<file path="src/rtl/sipo_word_assembler.sv">
// ---------------------------------------------------------------------------
// sipo_word_assembler
//
// Purpose:
//   Collects a serial bit stream into WIDTH-bit words and presents each
//   completed word on a parallel valid/ready port. The output slot is
//   separate from the shift register, so serial intake keeps running while a
//   finished word waits for the downstream parallel-load stage.
//
// Parameters:
//   WIDTH      word width in bits (>= 2)
//   MSB_FIRST  0: first accepted bit lands in p_data_o[0]
//              1: first accepted bit lands in p_data_o[WIDTH-1]
//
// Ports:
//   clk_i        single clock, all state changes on its rising edge
//   reset_i      synchronous active-high reset, wins over every other event
//   s_bit_i      serial data bit
//   s_valid_i    s_bit_i is valid this cycle
//   s_last_i     marks s_bit_i as the final bit of a frame
//   s_ready_o    bit is taken when s_valid_i && s_ready_o
//   p_data_o     assembled word
//   p_valid_o    p_data_o holds a word not yet consumed
//   p_ready_i    downstream takes the word when p_valid_o && p_ready_i
//   frame_err_o  one-cycle pulse when a frame ends before a full word
// ---------------------------------------------------------------------------
module sipo_word_assembler #(
  parameter int WIDTH     = 4,
  parameter bit MSB_FIRST = 1'b0
) (
  input  logic             clk_i,
  input  logic             reset_i,
  input  logic             s_bit_i,
  input  logic             s_valid_i,
  input  logic             s_last_i,
  output logic             s_ready_o,
  output logic [WIDTH-1:0] p_data_o,
  output logic             p_valid_o,
  input  logic             p_ready_i,
  output logic             frame_err_o
);

  localparam int CW = (WIDTH > 2) ? $clog2(WIDTH) : 1;
  localparam logic [CW-1:0] LastIdx = CW'(WIDTH - 1);

  // The output slot is either waiting for a word or holding one.
  typedef enum logic {
    EMPTY = 1'b0,
    HOLD  = 1'b1
  } outState_e;

  outState_e        outState_q, outState_d;
  logic [CW-1:0]    cnt_q, cnt_d;
  logic [WIDTH-1:0] shiftReg_q, shiftReg_d;
  logic [WIDTH-1:0] pData_q, pData_d;
  logic             frameErr_q, frameErr_d;

  logic             sReady;
  logic             acc;
  logic             wordDone;
  logic [CW-1:0]    bitPos;
  logic [WIDTH-1:0] merged;

  // Only the final bit of a word can be stalled: it needs the output slot,
  // and the slot is free if empty or being drained this very cycle. Depends
  // on p_ready_i but never on s_valid_i.
  always_comb begin
    sReady   = !((cnt_q == LastIdx) && (outState_q == HOLD) && !p_ready_i);
    acc      = s_valid_i && sReady;
    wordDone = acc && (cnt_q == LastIdx);
    bitPos   = MSB_FIRST ? (LastIdx - cnt_q) : cnt_q;
    merged   = shiftReg_q;
    merged[bitPos] = s_bit_i;
  end

  // Next-state logic for the bit counter, shift register, output slot and
  // error pulse. A completing word may load into a slot that is drained in
  // the same cycle, keeping p_valid high with no bubble. An early s_last
  // only resets the counter; stale bits left in the shift register are
  // overwritten position by position before the next word can complete.
  always_comb begin
    cnt_d      = cnt_q;
    shiftReg_d = shiftReg_q;
    pData_d    = pData_q;
    outState_d = outState_q;
    frameErr_d = 1'b0;

    if (acc) begin
      if (cnt_q == LastIdx) begin
        pData_d = merged;
        cnt_d   = '0;
      end else if (s_last_i) begin
        cnt_d      = '0;
        frameErr_d = 1'b1;
      end else begin
        shiftReg_d = merged;
        cnt_d      = cnt_q + CW'(1);
      end
    end

    case (outState_q)
      EMPTY: begin
        if (wordDone) outState_d = HOLD;
      end
      HOLD: begin
        if (p_ready_i && !wordDone) outState_d = EMPTY;
      end
      default: outState_d = EMPTY;
    endcase
  end

  // State registers with synchronous reset that discards both the partial
  // word and any word still waiting in the output slot.
  always_ff @(posedge clk_i) begin
    if (reset_i) begin
      cnt_q      <= '0;
      shiftReg_q <= '0;
      pData_q    <= '0;
      outState_q <= EMPTY;
      frameErr_q <= 1'b0;
    end else begin
      cnt_q      <= cnt_d;
      shiftReg_q <= shiftReg_d;
      pData_q    <= pData_d;
      outState_q <= outState_d;
      frameErr_q <= frameErr_d;
    end
  end

  assign s_ready_o   = sReady;
  assign p_data_o    = pData_q;
  assign p_valid_o   = (outState_q == HOLD);
  assign frame_err_o = frameErr_q;

endmodule

</file>
<file path="config.mk">
export PLATFORM = sky130hd
export DESIGN_NAME = sipo_word_assembler
export DESIGN_NICKNAME = d
export VERILOG_FILES = /design/src/rtl/sipo_word_assembler.sv
export SDC_FILE = /design/constraint.sdc
export NUM_CORES = 1
export LEC_CHECK = 0
export CORE_AREA = 4 4 41 43
export DETAILED_ROUTE_END_ITERATION = 10
export DIE_AREA = 0 0 45 47
export PLACE_DENSITY = 0.67
export SETUP_SLACK_MARGIN = 0.02
export SYNTH_ARGS = -nofsm -noshare
export SYNTH_HDL_FRONTEND = slang
export SYNTH_SLANG_ARGS = --single-unit
</file>
<file path="constraint.sdc">
create_clock -name clk_i -period 1.5 [get_ports clk_i]
set_clock_uncertainty 0.05 [all_clocks]
set_input_delay 0.15 -clock clk_i [delete_from_list [all_inputs] [get_ports clk_i]]
set_output_delay 0.15 -clock clk_i [all_outputs]
set_load 0.05 [all_outputs]
</file>
# Word-level counts from Yosys, hierarchy flattened
# Cells that the tools add are included.
# word_totals
regBits	12
n_memories	0
romBits	0
ram_bits	0
latchBits	0
elab_cells	34
in_bits	6
# classes
shifts	0
muxes	9
n_addsub	1
multipliers	0
n_bitwise	4
n_eq_ne	1
magnitude_cmp	2
div_mod_pow	0
reduce_logical	12
# ops
op	count
logical AND 1 bit	6
bitwise mux 4 bit	1
two-way mux 1 bit	4
two-way mux 2 bit	2
inverter 1 bit	4
logical NOT 1 bit	3
< comparator 2 x 3 -> 1 bit, second input constant	1
AND reduction 3 bit	1
OR reduction 3 bit	1
adder 2 x 1 -> 2 bit, second input constant	1
demux 1 bit (select 2 bit)	1
equality test 2 bit, second input constant	1
>= comparator 2 x 1 -> 1 bit, second input constant	1
one-hot mux 1 bit (2 select lines)	1
AND reduction 2 bit	1

# Logic depth before layout (Yosys ltp)
# logic_depth
depth_word	10
mapped_depth	5
depth_no_buf	4

# Worst setup path after synthesis
# OpenSTA, ideal clock, no wires.
# synth_timing
path_kind	reg-to-reg
startpoint	reg outState_q, in the netlist p_valid_o
endpoint	reg cnt_q[0], in the netlist bitPos[0]
path_slack_ns	-0.166
synth_period_minus_slack_ns	1.666
path_stages_with_launch	4
n_path_buf	0
arrival_ns	1.523
cell_sequence	dfxtp_1 > nor2b_1 > nand2_1 > a311oi_1
# synth_via
elab_chain_cells	4
# synth_lines
element	line_no	source
start, declared	52	outState_e outState_q, outState_d;
start signal, assigned	125	outState_q <= outState_d;
logical AND 1 bit (2 in a row)	68	sReady = !((cnt_q == LastIdx) && (outState_q == HOLD) && !p_ready_i);
logical NOT 1 bit	68	
net s_ready_o	36	output logic s_ready_o,
logical AND 1 bit	69	acc = s_valid_i && sReady;
end signal, assigned	122	cnt_q <= cnt_d;
end, declared	53	logic [CW-1:0] cnt_q, cnt_d;
# The timed path passes the listed nets, and every way through them passes these cells.
# A chain may end at the register's enable or synchronous reset.

# Final worst setup path
# layout_timing
startpoint	reg cnt_q[0], in the netlist bitPos[0]
endpoint	out s_ready_o
# layout_via
elab_chain_cells	4
# layout_lines
element	line_no
equality test 2 bit	68
logical AND 1 bit (2 in a row)	68
logical NOT 1 bit	68
end, declared	36
# Every way passes these cells.

==> summary.md <==
| Metric | Value |
|---|---|
| Peak VDD IR | `0.3080 mV` |
| Non-filler cells, final | `87` |
| DR vias/cell | `5.299` |
| Slowest CP cell | `dfxtp_1` |
| Clock Path Buffers | `2` |
| Hold Buf Count CTS | `0` |
| Syn Nets | `64` |
| Top-count cell post-synth | `dfxtp_1` |
| Area of the die | `2115 sq um` |
| I/O pin count | `13` |
| Number of global-route vias before repair | `435` |
| GR Overflow Total | `0` |
| Final setup margin | `89.50 ps` |
| Initial antenna violation count | `0` |
| Drt pass-1 iters | `4` |
| Crit end category | `output pin` |
| DRT iter0 DRCs | `4` |
| Root buffer cell | `clkbuf_4` |
| Setup Viol. Count Final | `0` |
| Synth top area share | `0.3973` |
| Status | `finished, final reports clean` |
| Yosys cell types | `20` |
| Power density over cell area | `807.0 nW/um^2` |
| Slew Viols, Final | `0` |
| N_diodes | `0` |
| Worst reg-to-reg setup slack | `110 ps` |
| Gpl congestion | `0.7579` |
| Starting Density | `0.4260` |
| Final Util | `0.5538` |
| CP max stage delay | `400 ps` |
| Post-Place Worst Slack | `-107.3 ps` |
| I/O Buffers | `12` |
| Final Power | `0.5816 mW` |
| GRT busiest layer | `met2` |
| GR Layer Usage met1 | `0.1540` |
| Synth async-reset ratio | `0` |
| Setup TNS | `0 ps` |
| DIE WIDTH | `45 microns` |
| CP Cell Sequence | `ha_4, buf_4, nand2_2, buf_4` |
| Main flop type after synthesis | `dfxtp_1` |
| Register area share after synthesis | `0.3973` |
| Mapped Area | `554.3 sq um` |
| Post-Layout Inst Area | `720.7 sq um` |
| Drt total wl | `1177 microns` |
| YS warnings | `0` |
| Worst path arrival time | `1210 ps` |
| Startpoint types | `register` |
| Lkg Pwr | `0.2745 nW` |
| Clock buffer count from CTS | `3` |
| First-pass GRT wire length | `1959 microns` |
| Syn_area_per_cell | `10.26 sq um` |
| WP buf/inv | `2` |
| Hold Worst Slack | `439.1 ps` |
| Synth cell count leaders | `dfxtp_1, a21oi_1, a311oi_1, ha_1, nand3_1` |
| Post-DP HPWL | `883.2 microns` |
| Delay-heaviest family, CP | `flip-flops` |
| CTS tree | `done` |
| Row count | `13` |
| Clock sinks | `11` |
| Largest net degree at the start of global routing | `9` |
| Largest area contributor in the netlist | `dfxtp_1` |
| DR WL/cell | `13.53 microns` |
| Fillcell total | `140` |
| GRT met3 Usage | `0.03448` |
| Layout cells sized above 1 | `0.3194` |
| Top cells by area, synth | `dfxtp_1, ha_1, a21oi_1` |
| Core ar. | `1301 sq um` |
| Cell repeated most along the worst path | `buf_4` |
| Worst-Margin Slew | `300.6 ps` |
| DP Area | `674.4 sq um` |
| Clk slew on worst S/H paths | `70 ps` |
| Max-Slew Margin vs Limit | `0.7996` |
| Number of synthesized flops with an enable pin | `0` |
| FMAX | `709.0 MHz` |
| Die height | `47 microns` |
| Final worst path period need | `1411 ps` |
| Final hold vios | `0` |
| Grt met2 use | `0.2090` |
| Critical path class | `reg -> out` |
| RSZ-0062 raised after global routing | `false` |
| H-tree depth | `1` |
| Worst-Skew Late Latency | `270 ps` |
| DRC Markers | `0` |
| Placed insts | `82` |
| Synth Register Bits | `11` |
| Req. time, crit path | `1300 ps` |
| Synthesized instance count | `54` |
| Max Cap Viol | `0` |
| Min-delay worst type | `reg -> reg` |
| Final ANT Viol Nets | `0` |
| Worst-path fanout max | `4` |
| Vias | `461` |
| Layout area overhead | `30.02%` |
| GRT Total Usage | `0.1332` |
| # nets final | `83` |
| Final period util | `0.9403` |
-- worst min-delay path, delay by kind of cell (launching register included) --
family	cells	cell delay, ps
compound gates	2	130
flops	1	320
-- routing by layer --
metal	routed length [microns]	up-vias	part of all wire
met5	0	-	0
met4	31	0	0.026
met3	70	4	0.059
met2	548	13	0.47
met1	526	212	0.45
li1	-	232	-
-- where the power goes --
group	switching, mW	internal, mW
clock	0.101	0.103
combinational	0.0371	0.0379
sequential	0.00433	0.298
total	0.143	0.439
-- final timing paths --
kind | end | cells past startpoint | start
worst max-delay path | s_ready_o | 4 | bitPos[0]
worst min-delay path | p_data_o[3] | 2 | p_data_o[3]
worst max register to register | p_data_o[0] | 5 | bitPos[0]
worst min register to register | p_data_o[3] | 2 | p_data_o[3]
-- cells by family (layout without fill, tap and decap cells) --
| family | after synthesis | count (layout) | synth area share |
|---|---|---|---|
| adders and majority gates | 4 | 4 | 0.09030 |
| buffers and inverters | 5 | 23 | 0.07675 |
| and+or+nand+nor | 13 | 13 | 0.1580 |
| DFF | 11 | 11 | 0.3973 |
| AOI/OAI and AO/OA | 18 | 18 | 0.2235 |
| muxes | 3 | 3 | 0.05418 |
-- sequential cells by signal, indices dropped and copies added (netlist names) --
register,count
bitPos,2
p_valid_o,1
shiftReg_q,3
frame_err_o,1
p_data_o,4
-- placed cells by master (no fill, tap or decap), types with 3 or more instances in the layout --
cell,instances
a21bo_2,3
nand3_1,4
a311oi_1,4
ha_1,3
clkdlybuf4s50_1,5
a21oi_1,9
buf_4,12
mux2i_1,3
dfxtp_1,10
clkbuf_4,3
-- repair_timing --
| item | 4_1_cts | 5_1_grt |
|---|---|---|
| setup buffers | 0 | 1 |
| resized for setup | 1 | 1 |
| pin swaps | 0 | 1 |
| setup endpoints to repair | 1 | 2 |
-- area by class of cell --
type | count | area (sq um) | area share
clock buffer | 4 | 26.28 | 0.03646
inverter | 2 | 7.507 | 0.01042
multi-input combinational | 38 | 306.5 | 0.4253
sequential | 11 | 221.5 | 0.3073
tap | 15 | 18.77 | 0.02604
timing repair buffer | 17 | 140.1 | 0.1944
Power figures use the tool's default switching activity.
